File: config.mk
export PLATFORM = sky130hd
export DESIGN_NAME = pc_unit_flat
export DESIGN_NICKNAME = d
export VERILOG_FILES = /design/src/rtl/pc_unit_pkg.sv /design/src/rtl/pc_unit_if.sv /design/src/rtl/pc_next_mux.sv /design/src/rtl/pc_unit.sv /design/src/flat_wrapper.sv
export SDC_FILE = /design/constraint.sdc
export NUM_CORES = 1
export LEC_CHECK = 0
export ABC_CLOCK_PERIOD_IN_PS = 8530
export CAP_MARGIN = 20
export CORE_MARGIN = 4
export CORE_UTILIZATION = 60
export DETAILED_ROUTE_END_ITERATION = 8
export DONT_BUFFER_PORTS = 1
export HOLD_SLACK_MARGIN = 0.08
export PLACE_DENSITY_LB_ADDON = 0.3
export SYNTH_ARGS = -nofsm -noshare
export SYNTH_HDL_FRONTEND = slang
export SYNTH_SLANG_ARGS = --single-unit
export TNS_END_PERCENT = 20
File: constraint.sdc
create_clock -name clk -period 8.53 [get_ports clk]
set_input_delay 1.706 -clock clk [delete_from_list [all_inputs] [get_ports clk]]
set_output_delay 1.706 -clock clk [all_outputs]
set_load 0.01 [all_outputs]
File: src/rtl/pc_unit_pkg.sv
//------------------------------------------------------------------------------
// pc_unit_pkg : state encoding and constants shared by the PC stage
// Revision    : 1.0 - initial release
//------------------------------------------------------------------------------
`default_nettype none

package pc_unit_pkg;

    typedef enum logic [1:0] {
        S_START = 2'd0,
        S_RUN   = 2'd1,
        S_HALT  = 2'd2
    } pc_state_t;

    localparam logic [31:0] PC_INCR = 32'd4;

endpackage

`default_nettype wire

File: src/rtl/pc_unit_if.sv
//------------------------------------------------------------------------------
// pc_unit_if : control inputs and PC outputs of the program-counter stage
// Revision   : 1.0 - initial release (counter signals present with PC_STATS_EN)
//------------------------------------------------------------------------------
`default_nettype none

interface pc_unit_if #(
    parameter int WIDTH = 32
`ifdef PC_STATS_EN
    , parameter int CNT_WIDTH = 16
`endif
);
    logic             en;
    logic             controleMux;
    logic             jump;
    logic [WIDTH-1:0] imm_ext;
    logic [25:0]      jaddr;
    logic             halt;
    logic [WIDTH-1:0] pc;
    logic [WIDTH-1:0] pc_plus4;
    logic             pc_valid;
    logic             halted;
`ifdef PC_STATS_EN
    logic [CNT_WIDTH-1:0] br_count;
    logic [CNT_WIDTH-1:0] j_count;

    modport master (output en, controleMux, jump, imm_ext, jaddr, halt,
                    input  pc, pc_plus4, pc_valid, halted, br_count, j_count);
    modport slave  (input  en, controleMux, jump, imm_ext, jaddr, halt,
                    output pc, pc_plus4, pc_valid, halted, br_count, j_count);
`else
    modport master (output en, controleMux, jump, imm_ext, jaddr, halt,
                    input  pc, pc_plus4, pc_valid, halted);
    modport slave  (input  en, controleMux, jump, imm_ext, jaddr, halt,
                    output pc, pc_plus4, pc_valid, halted);
`endif

endinterface

`default_nettype wire

File: src/rtl/pc_next_mux.sv
//------------------------------------------------------------------------------
// pc_next_mux : next-PC select (jump > branch > sequential)
// Revision    : 1.0 - initial release
//------------------------------------------------------------------------------
`default_nettype none

module pc_next_mux #(
    parameter int WIDTH = 32
) (
    input  wire logic [WIDTH-1:0] pc_plus4,
    input  wire logic [WIDTH-1:0] imm_ext,
    input  wire logic [25:0]      jaddr,
    input  wire logic             jump,
    input  wire logic             branch,
    output logic      [WIDTH-1:0] next_pc
);

    logic [WIDTH-1:0] w_branch_target;
    logic [WIDTH-1:0] w_jump_target;

    // Word offset scaled to bytes; the adder wraps modulo 2^WIDTH.
    assign w_branch_target = pc_plus4 + (imm_ext << 2);
    assign w_jump_target   = {pc_plus4[WIDTH-1:WIDTH-4], jaddr, 2'b00};

    always_comb begin
        next_pc = pc_plus4;
        if (jump) begin
            next_pc = w_jump_target;
        end else if (branch) begin
            next_pc = w_branch_target;
        end
    end

endmodule

`default_nettype wire

File: src/rtl/pc_unit.sv
//------------------------------------------------------------------------------
// pc_unit : PC register with start/run/halt sequencing; PC_STATS_EN adds counters
// Revision: 1.0 - initial release
//------------------------------------------------------------------------------
`default_nettype none

module pc_unit
    import pc_unit_pkg::*;
#(
    parameter int               WIDTH    = 32,
    parameter logic [WIDTH-1:0] RESET_PC = '0
`ifdef PC_STATS_EN
    , parameter int             CNT_WIDTH = 16
`endif
) (
    input wire logic  clk,
    input wire logic  rst_n,
    pc_unit_if.slave  bus
);

    pc_state_t        r_state;
    logic [WIDTH-1:0] r_pc;
    logic             r_pc_valid;
    logic             r_halted;
    logic [WIDTH-1:0] w_pc_plus4;
    logic [WIDTH-1:0] w_next_pc;
    logic             w_advance;

    assign w_pc_plus4 = r_pc + WIDTH'(PC_INCR);
    assign w_advance  = (r_state == S_RUN) && bus.en && !bus.halt;

    pc_next_mux #(
        .WIDTH (WIDTH)
    ) u_next_mux (
        .pc_plus4 (w_pc_plus4),
        .imm_ext  (bus.imm_ext),
        .jaddr    (bus.jaddr),
        .jump     (bus.jump),
        .branch   (bus.controleMux),
        .next_pc  (w_next_pc)
    );

    always_ff @(posedge clk) begin
        if (!rst_n) begin
            r_state    <= S_START;
            r_pc       <= RESET_PC;
            r_pc_valid <= 1'b0;
            r_halted   <= 1'b0;
        end else begin
            case (r_state)
                S_START: begin
                    r_state    <= S_RUN;
                    r_pc_valid <= 1'b1;
                end
                S_RUN: begin
                    if (bus.en) begin
                        if (bus.halt) begin
                            r_state    <= S_HALT;
                            r_pc_valid <= 1'b0;
                            r_halted   <= 1'b1;
                        end else begin
                            r_pc <= w_next_pc;
                        end
                    end
                end
                S_HALT: begin
                    r_state <= S_HALT;
                end
                default: begin
                    r_state    <= S_START;
                    r_pc_valid <= 1'b0;
                    r_halted   <= 1'b0;
                end
            endcase
        end
    end

    assign bus.pc       = r_pc;
    assign bus.pc_plus4 = w_pc_plus4;
    assign bus.pc_valid = r_pc_valid;
    assign bus.halted   = r_halted;

`ifdef PC_STATS_EN
    logic [CNT_WIDTH-1:0] r_br_count;
    logic [CNT_WIDTH-1:0] r_j_count;

    // Counts follow the path the mux actually selects, so jump shadows branch.
    always_ff @(posedge clk) begin
        if (!rst_n) begin
            r_br_count <= '0;
            r_j_count  <= '0;
        end else if (w_advance) begin
            if (bus.jump) begin
                if (r_j_count != '1) r_j_count <= r_j_count + CNT_WIDTH'(1);
            end else if (bus.controleMux) begin
                if (r_br_count != '1) r_br_count <= r_br_count + CNT_WIDTH'(1);
            end
        end
    end

    assign bus.br_count = r_br_count;
    assign bus.j_count  = r_j_count;
`else
    logic w_unused_advance;
    assign w_unused_advance = w_advance;
`endif

endmodule

`default_nettype wire

File: src/flat_wrapper.sv
// flat-port wrapper written by rule: the top's interface ports become plain ports
module pc_unit_flat import pc_unit_pkg::*;
#(
    parameter int               WIDTH    = 32,
    parameter logic [WIDTH-1:0] RESET_PC = '0

)
  (clk, rst_n, bus_en, bus_controleMux, bus_jump, bus_imm_ext, bus_jaddr, bus_halt, bus_pc, bus_pc_plus4, bus_pc_valid, bus_halted);
  pc_unit_if #(.WIDTH(WIDTH)) bus_i ();
  input wire logic clk;
  input wire logic rst_n;
  input wire logic [$bits(bus_i.en)-1:0] bus_en;
  input wire logic [$bits(bus_i.controleMux)-1:0] bus_controleMux;
  input wire logic [$bits(bus_i.jump)-1:0] bus_jump;
  input wire logic [$bits(bus_i.imm_ext)-1:0] bus_imm_ext;
  input wire logic [$bits(bus_i.jaddr)-1:0] bus_jaddr;
  input wire logic [$bits(bus_i.halt)-1:0] bus_halt;
  output wire logic [$bits(bus_i.pc)-1:0] bus_pc;
  output wire logic [$bits(bus_i.pc_plus4)-1:0] bus_pc_plus4;
  output wire logic [$bits(bus_i.pc_valid)-1:0] bus_pc_valid;
  output wire logic [$bits(bus_i.halted)-1:0] bus_halted;
  assign bus_i.en = bus_en;
  assign bus_i.controleMux = bus_controleMux;
  assign bus_i.jump = bus_jump;
  assign bus_i.imm_ext = bus_imm_ext;
  assign bus_i.jaddr = bus_jaddr;
  assign bus_i.halt = bus_halt;
  assign bus_pc = bus_i.pc;
  assign bus_pc_plus4 = bus_i.pc_plus4;
  assign bus_pc_valid = bus_i.pc_valid;
  assign bus_halted = bus_i.halted;
  pc_unit #(.WIDTH(WIDTH), .RESET_PC(RESET_PC)) u_core (.clk(clk), .rst_n(rst_n), .bus(bus_i));
endmodule
; ---- After elaboration in Yosys (flattened, before gate mapping)
; Cells that the tools add are included.
[classes]
n_eq_ne = 4
muxes = 11
n_reduce_logical = 6
bitwise_logic = 3
addsub = 2
[ops]
columns = operator, n
row1 = $mux 32, 2
row2 = $add 32x3->32 const B, 1
row3 = $add 32x32->32, 1
row4 = $reduce_and 3->1, 3
row5 = $pmux 2 s3, 1
row6 = $mux 1, 4
row7 = $mux 2, 2
row8 = $ne 2x2->1 const B, 2
row9 = $not 1->1, 3
row10 = $pmux 1 s3, 1
row11 = $eq 2x1->1 const B, 1
row12 = $eq 2x2->1 const B, 1
row13 = $logic_not 2->1, 1
row14 = $pmux 1 s2, 1
row15 = $reduce_and 2->1, 1
row16 = $reduce_or 2->1, 1
[totals]
out_inout_bits = 66
register_bits = 36
inputBits = 64
wordCells = 30

; ---- Longest topological paths before layout
; Gate-level depths: netlist of the first run.
[logic_depth]
ltp_word = 4
depth_mapped = 17

; ---- Cells and area by module
; A second synthesis of the first run with hierarchy kept.
[hier_totals]
cells_unflattened = 586
area_unflattened_um2 = 4259.1
[by_module_without_submodules]
columns = module, cells_each, seq_area_each_um2, area_per_inst_um2, instances
row1 = pc_next_mux, 342, 0.0, 2282.2, 1
row2 = pc_unit, 244, 720.7, 1976.9, 1

; ---- Worst setup path before layout of the first run
; OpenSTA, ideal clock, no wires.
[synth_path]
path_kind = input to register
start = input port bus_imm_ext[0]
end = register u_core.r_pc[30], in the netlist u_core.bus.pc[30]
cell_stages = 12
t_required_ns = 8.395
n_path_buf = 0
path_slack_ns = 4.145
setup_ns = 0.135
arrival_ns = 4.250
path_cell_list = ha_1 > fa_1 > a21o_1 > a21oi_2 > o211ai_2 > a41oi_2 > o31a_4 > o21ai_2 > a221o_2 > a2111oi_1 > a41o_1 > a31oi_1
[synth_between]
elab_chain_cells = 3
[synth_lines]
columns = element, line_no
row1 = from (decl), flat_wrapper.sv:15  ; input wire logic [$bits(bus_i.imm_ext)-1:0] bus_imm_ext;
row2 = $add 32x32->32, pc_next_mux.sv:22  ; assign w_branch_target = pc_plus4 + (imm_ext << 2);
row3 = $mux 32, pc_next_mux.sv:29  ; end else if (branch) begin
row4 = $mux 32, pc_next_mux.sv:27  ; if (jump) begin
row5 = to (signal assigned), pc_unit.sv:62  ; r_pc <= w_next_pc;
row6 = to (decl), pc_unit.sv:22  ; logic [WIDTH-1:0] r_pc;
; No other way between the ends.
; A chain may end at the register's enable or synchronous reset.

; ---- Worst setup path after layout of the first run
[layout_path]
start = register u_core.r_pc[4], in the netlist u_core.bus.pc[4]
end = register u_core.r_pc[30], in the netlist u_core.bus.pc[30]
[layout_between]
elab_chain_cells = 4
[layout_lines]
columns = element, line_no
row1 = $add 32x3->32, pc_unit.sv:29  ; assign w_pc_plus4 = r_pc + WIDTH'(PC_INCR);
row2 = via bus_pc_plus4[10], flat_wrapper.sv:19  ; output wire logic [$bits(bus_i.pc_plus4)-1:0] bus_pc_plus4;
row3 = $add 32x32->32, pc_next_mux.sv:22
row4 = $mux 32, pc_next_mux.sv:29
row5 = $mux 32, pc_next_mux.sv:27
; The timed path passes the listed nets, and every way through them passes these cells.

==> results.py, run 1 <==
metrics = {
    "status": {
        "status": "finished clean",
    },
    "route": {
        "dr.pass1.iters": 5,
        "routedWlPerCell_microns": 20.13,
        "wirelength_mm": 11.67,
        "m1WireLength_mm": 4.778,
        "wl_met2_mm": 5.562,
        "viasPerCell": 6.743,
        "vias": 3911,
        "route.met3.wl_mm": 1.129,
        "initialDrtViolationCount": 134,
        "highest_layer": "met4",
        "remaining_drc_errors": 0,
        "antenna_left": 0,
    },
    "die": {
        "core_region_area_sq_mm": 0.006350,
        "start_util": 0.6164,
        "ioPinCount": 130,
        "rows": 29,
        "die_w_microns": 88.77,
        "dieHeight_microns": 88.77,
        "die_area_sq_mm": 0.007879,
    },
    "yosys": {
        "netlist_top_cells_count": "nand2_1, ha_1, a21oi_1, o21ai_0, dfxtp_1",
        "ys_seq_elements": 34,
        "ys_async_sr_fraction": 0,
        "avgSynthCellArea_sq_um": 7.600,
        "synth_edf_count": 0,
        "synth_cell_types": 66,
        "yosysTopAreaCell": "dfxtp_1",
        "synth_area_leaders": "dfxtp_1, ha_1, xnor2_1",
        "yosysSeqAreaShare": 0.1739,
        "syn_inst": 515,
        "synth_most_common_cell": "nand2_1",
        "ys_warn_count": 0,
        "synth_ff_type": "dfxtp_1",
        "synth_top_area_share": 0.1739,
        "synth_area_sq_mm": 0.003914,
    },
    "clock_tree": {
        "cts_sinks": 34,
        "cts_resized": 0,
        "htree_levels": 2,
        "cts_tree": "done",
        "numCtsBuffers": 5,
        "clk_latency_ns": 0.30,
        "cts_setup_buffers": 0,
        "holdBufCountCts": 0,
        "cts_max_path_buffers": 2,
        "cts.clk_slew.worst_paths_ns": 0.09,
        "clockRootBuffer": "clkbuf_8",
    },
    "power_and_ir_drop": {
        "ir_worst_vdd_uv": 140.8,
        "leakage_uw": 0.001727,
        "power_density_mw_per_mm2": 155.0,
    },
    "global_route": {
        "grt_pass1_vias": 3765,
        "grt_max_degree": 39,
        "antenna_found_initial": 0,
        "grt_overflow": 0,
        "grtUsageTotal": 0.2908,
        "grt_pass1_wl_mm": 18.05,
    },
    "worst_setup_path": {
        "start_kind": "flop",
        "required_ns": 8.67,
        "path_common_cell": "and4_1",
        "slowest_delay_ns": 0.50,
        "cpMaxStageDelayCell": "xnor2_1",
        "worst-setup-path-type": "flop to flop",
        "crit_chain": "and4_1 > and3_1 > nand2_1 > xnor2_1 > ha_1 > and4_1 > a21oi_1 > o211ai_2 > a41oi_2 > o31a_4 > o21ai_2 > a221o_2 > a2111oi_1 > a41o_1 > a31oi_1",
        "arrival_ns": 4.81,
        "critPathCaptureType": "flop",
        "cp_max_fo": 8,
    },
    "layout": {
        "fin_cells": 580,
        "area_growth_pct": 3.069,
        "drive_gt1_frac": 0.05765,
        "utilization": 0.6353,
        "antenna_cells": 0,
        "nets": 607,
    },
    "timing": {
        "worst_slew_pin_slew_ns": 0.9827,
        "rsz0062_at_grt": "false",
        "final-max-slew-violation-count": 0,
        "finalSetupViolations": 0,
        "fin_setup_tns_ns": 0,
        "hold_violations": 0,
        "fin_hold_ws_ns": 0.5469,
        "min_period_ns": 4.669,
        "clock.fmax_mhz": 214.2,
        "post-route-period-util": 0.5474,
        "relSlewSlack": 0.3424,
        "fin_skew_ns": 0.01129,
    },
    "place": {
        "gp_congestion": 0.9122,
        "port_buffers": 0,
        "dp_hpwl_mm": 8.724,
        "place_inst": 572,
    },
    "worst_hold_path": {
        "min_path_type": "flop to flop",
    },
    "flow_run": {
        "maxCapViolCount": 0,
    },
}
[state kept, by name (all words and copies together) (netlist names)]
register             flops
u_core.r_state           2
u_core.bus.halted        1
u_core.bus.pc_valid      1
u_core.bus.pc           30
[path summary, 6_finish.rpt]
kind,startpoint,to,slack (ns),cells past startpoint
setup / recovery,u_core.bus.pc[4],u_core.bus.pc[30],3.86,15
hold / removal,u_core.bus.pc_valid,u_core.bus.pc_valid,0.55,2
setup reg to reg,u_core.bus.pc[4],u_core.bus.pc[30],3.86,15
hold reg to reg,u_core.bus.pc_valid,u_core.bus.pc_valid,0.55,2
[area by class of cell]
| cell class | instances | area [sq um] |
|---|---|---|
| multi-input cells | 447 | 3083 |
| inverters | 12 | 45.04 |
| fillers | 596 | 2316 |
| clock buffers | 5 | 68.82 |
| flip-flops and latches | 34 | 680.7 |
| clock inverters | 3 | 45.04 |
| repair buffers | 2 | 15.01 |
| well taps | 77 | 96.34 |
[cells by family after synthesis]
| family | share of synthesized area |
|---|---|
| mux | 0.02877 |
| fa+ha+maj | 0.1330 |
| flops | 0.1739 |
| other cells | 0.0009582 |
| simple gates | 0.2257 |
| buf+inv | 0.04124 |
| compound gates | 0.2845 |
| xor+xnor | 0.1119 |
[worst max-delay path: cells and delay by family, from the launching register on]
| kind | cells | cell delay (ns) |
|---|---|---|
| AO/OA/AOI/OAI | 9 | 2.04 |
| XOR/XNOR | 1 | 0.50 |
| adder cells (fa/ha/maj) | 1 | 0.42 |
| flip-flops | 1 | 0.49 |
| AND/OR/NAND/NOR | 4 | 1.06 |
[through the flow]
stage                     instance area (sq um)  total power, uW  setup WS (ns)
final                                      4034            625.3          3.861
after global routing                       4034            667.6          3.593
after CTS                                  4034            625.3          3.880
after detailed placement                   3920            466.0          3.784
after global placement                     3920            454.3          3.884
after floorplan                            3925            420.4          4.145
[power breakdown]
| part | total (uW) | switching [uW] | internal (uW) |
|---|---|---|---|
| Combinational | 255 | 149 | 106 |
| Clock | 159 | 72.3 | 87.1 |
| Sequential | 211 | 32.7 | 178 |
[layer usage]
layer,up-vias,global-route usage
met2,163,0.5142
met1,1871,0.3424
met3,18,0.08194
met5,-,0
met4,0,0.07830
li1,1859,-
[placed cells by master, fill, tap and decap left out, types with 3 or more instances in the layout]
cell type   n
nand2_1    53
ha_1       40
o21ai_0    35
a21oi_1    35
dfxtp_1    34
xnor2_1    30
nor2_1     30
nand3_1    21
xor2_1     20
a21o_1     14
nor3_1     12
inv_1      11
o211ai_1   11
nand4_1     9
nor2b_1     9
mux2i_1     9
a211oi_1    8
a31oi_1     8
nand2b_1    8
and4_1      7
and3_1      7
a21boi_0    7
and2_1      6
or2_2       5
clkbuf_8    5
a211o_1     4
a21boi_1    4
conb_1      4
a31o_2      3
nand3b_1    3
o21a_1      3
(Power assumes the default switching activity.)
==> run 2, diff against run 1 <==
--- a/config.mk
+++ b/config.mk
@@ -5,10 +5,10 @@
 export SDC_FILE = /design/constraint.sdc
 export NUM_CORES = 1
 export LEC_CHECK = 0
-export ABC_CLOCK_PERIOD_IN_PS = 8530
+export ABC_CLOCK_PERIOD_IN_PS = 4100
 export CAP_MARGIN = 20
 export CORE_MARGIN = 4
-export CORE_UTILIZATION = 60
+export CORE_UTILIZATION = 59
 export DETAILED_ROUTE_END_ITERATION = 8
 export DONT_BUFFER_PORTS = 1
 export HOLD_SLACK_MARGIN = 0.08
==> constraint.sdc (replaced) <==
create_clock -name clk -period 4.1 [get_ports clk]
set_input_delay 0.82 -clock clk [delete_from_list [all_inputs] [get_ports clk]]
set_output_delay 0.82 -clock clk [all_outputs]
set_load 0.01 [all_outputs]
==> results.py, run 2 (synthesis gave the netlist of run 1 again) <==
metrics = {
    "status": {
        "status": "finished clean",
    },
    "power_and_ir_drop": {
        "internal_power_uw": 805.3,
        "combPwrFrac": 0.439,
        "power_density_mw_per_mm2": 310.0,
        "power.share.switching": 0.3979,
        "leakage_uw": 0.001940,
        "seqPwrFrac": 0.322,
        "finalPower_uw": 1338,
        "clockPowerShare": 0.239,
        "p_sw_uw": 532.3,
        "ir_worst_vdd_uv": 308.7,
    },
    "layout": {
        "area_growth_pct": 10.23,
        "final_common_cell": "nand2_1",
        "drive_gt1_frac": 0.1283,
        "nets": 642,
        "antenna_cells": 0,
        "layout_common_cells": "nand2_1, ha_1, buf_4",
        "largest_reg_flops": 30,
        "fin_cells": 615,
        "utilization": 0.6755,
    },
    "timing": {
        "relSlewSlack": 0.4955,
        "finalSetupViolations": 0,
        "worst_slew_pin_slew_ns": 0.7568,
        "fin_skew_ns": 0.009055,
        "rsz0062_at_grt": "true",
        "clock.fmax_mhz": 254.7,
        "hold_violations": 0,
        "post-route-period-util": 0.9575,
        "min_period_ns": 3.926,
        "fin_setup_tns_ns": 0,
        "final-max-slew-violation-count": 0,
    },
    "place": {
        "gp_congestion": 0.9272,
        "port_buffers": 0,
        "place_inst": 607,
        "dp_hpwl_mm": 9.248,
    },
    "route": {
        "antenna_left": 0,
        "remaining_drc_errors": 0,
        "vias": 4091,
        "dr.pass1.iters": 5,
        "routedWlPerCell_microns": 19.94,
        "viasPerCell": 6.652,
        "initialDrtViolationCount": 224,
        "wirelength_mm": 12.26,
    },
    "global_route": {
        "antenna_found_initial": 0,
        "grt_pass1_vias": 3925,
        "grt_overflow": 0,
        "grt_max_degree": 39,
        "grt_pass1_wl_mm": 18.85,
        "grtUsageTotal": 0.3001,
    },
    "die": {
        "die_w_microns": 89.45,
        "dieHeight_microns": 89.45,
        "rows": 29,
        "die_area_sq_mm": 0.008000,
        "ioPinCount": 130,
        "core_region_area_sq_mm": 0.006386,
        "start_util": 0.6129,
    },
    "worst_setup_path": {
        "worst-setup-path-type": "flop to flop",
        "arrival_ns": 4.09,
        "cp_max_fo": 5,
        "critPathCaptureType": "flop",
        "start_kind": "flop",
        "required_ns": 4.26,
    },
    "clock_tree": {
        "clockRootBuffer": "clkbuf_8",
        "cts_max_path_buffers": 2,
        "cts_resized": 0,
        "numCtsBuffers": 5,
        "clk_latency_ns": 0.29,
        "cts_setup_buffers": 0,
        "cts_tree": "done",
        "holdBufCountCts": 0,
        "cts.clk_slew.worst_paths_ns": 0.08,
        "cts_sinks": 34,
        "htree_levels": 2,
    },
    "worst_hold_path": {
        "min_path_type": "flop to flop",
    },
    "flow_run": {
        "maxCapViolCount": 0,
    },
}
## run 2: changes by cell type in the layout (fill, tap and decap cells not counted), sizes merged
cell / change
clkinv: +2
buf: +35
clkinvlp: -2
## run 2: final timing paths
| check | from | endpoint | slack (ns) | depth (start not counted) |
|---|---|---|---|---|
| setup / recovery | u_core.bus.pc[7] | u_core.bus.pc[30] | 0.17 | 16 |
| hold / removal | u_core.bus.pc_valid | u_core.bus.pc_valid | 0.54 | 2 |
| setup reg to reg | u_core.bus.pc[7] | u_core.bus.pc[30] | 0.17 | 16 |
| hold reg to reg | u_core.bus.pc_valid | u_core.bus.pc_valid | 0.54 | 2 |
## run 2: power by group through the flow
stage	logic, uW	clock network [uW]	registers (uW)
floorplan	443	0	431
global placement	554	0	435
detailed placement	573	0	437
CTS	576	325	430
global route	648	340	437
finish	587	320	430
## run 2: layout make-up
type,instances,area (sq um)
Multi-Input combinational cell,447,3103
Clock inverter,3,40.04
Fill cell,562,2072
Sequential cell,34,683.2
Tap cell,77,96.34
Timing Repair Buffer,37,277.8
Inverter,12,45.04
Clock buffer,5,68.82
## run 2: critical path, cell delays in order (launching register included)
cell and delay (ns):
dfxtp_1 0.33, and4_1 0.26, and3_1 0.25, and2_1 0.17, nand2_1 0.07, xnor2_1 0.19
ha_1 0.27, a211o_1 0.28, a211oi_2 0.24, o211ai_2 0.15, a41oi_2 0.28, o31a_4 0.19
o21ai_2 0.07, a221o_2 0.39, a2111oi_1 0.41, a41o_1 0.15, a31oi_1 0.08
## run 2: layer usage
metal | wire, microns | vias to the layer above | GRT usage
li1 | - | 1928 | -
met1 | 4903 | 1925 | 0.3748
met2 | 5845 | 212 | 0.4997
met3 | 1283 | 26 | 0.08571
met4 | 229 | 0 | 0.09066
met5 | 0 | - | 0
## run 2: stage by stage
step | worst slack [ns] | instance area (sq um) | hold slack, ns
6_report | 0.1741 | 4314 | 0.5433
5_1_grt | -0.05622 | 4314 | 0.5645
4_1_cts | 0.1256 | 4292 | 0.5394
3_5_place_dp | 0.1272 | 4183 | 0.5262
3_3_place_gp | 0.2958 | 4183 | 0.5209
2_1_floorplan | 0.1565 | 3925 | 0.5020
==> run 3, diff against run 2 <==
--- a/config.mk
+++ b/config.mk
@@ -9,6 +9,7 @@
 export CAP_MARGIN = 20
 export CORE_MARGIN = 4
 export CORE_UTILIZATION = 59
+export CTS_CLUSTER_SIZE = 40
 export DETAILED_ROUTE_END_ITERATION = 8
 export DONT_BUFFER_PORTS = 1
 export HOLD_SLACK_MARGIN = 0.08
==> results of run 3 <==
The final DEF is identical to that of run 2; final timing and power are the same.
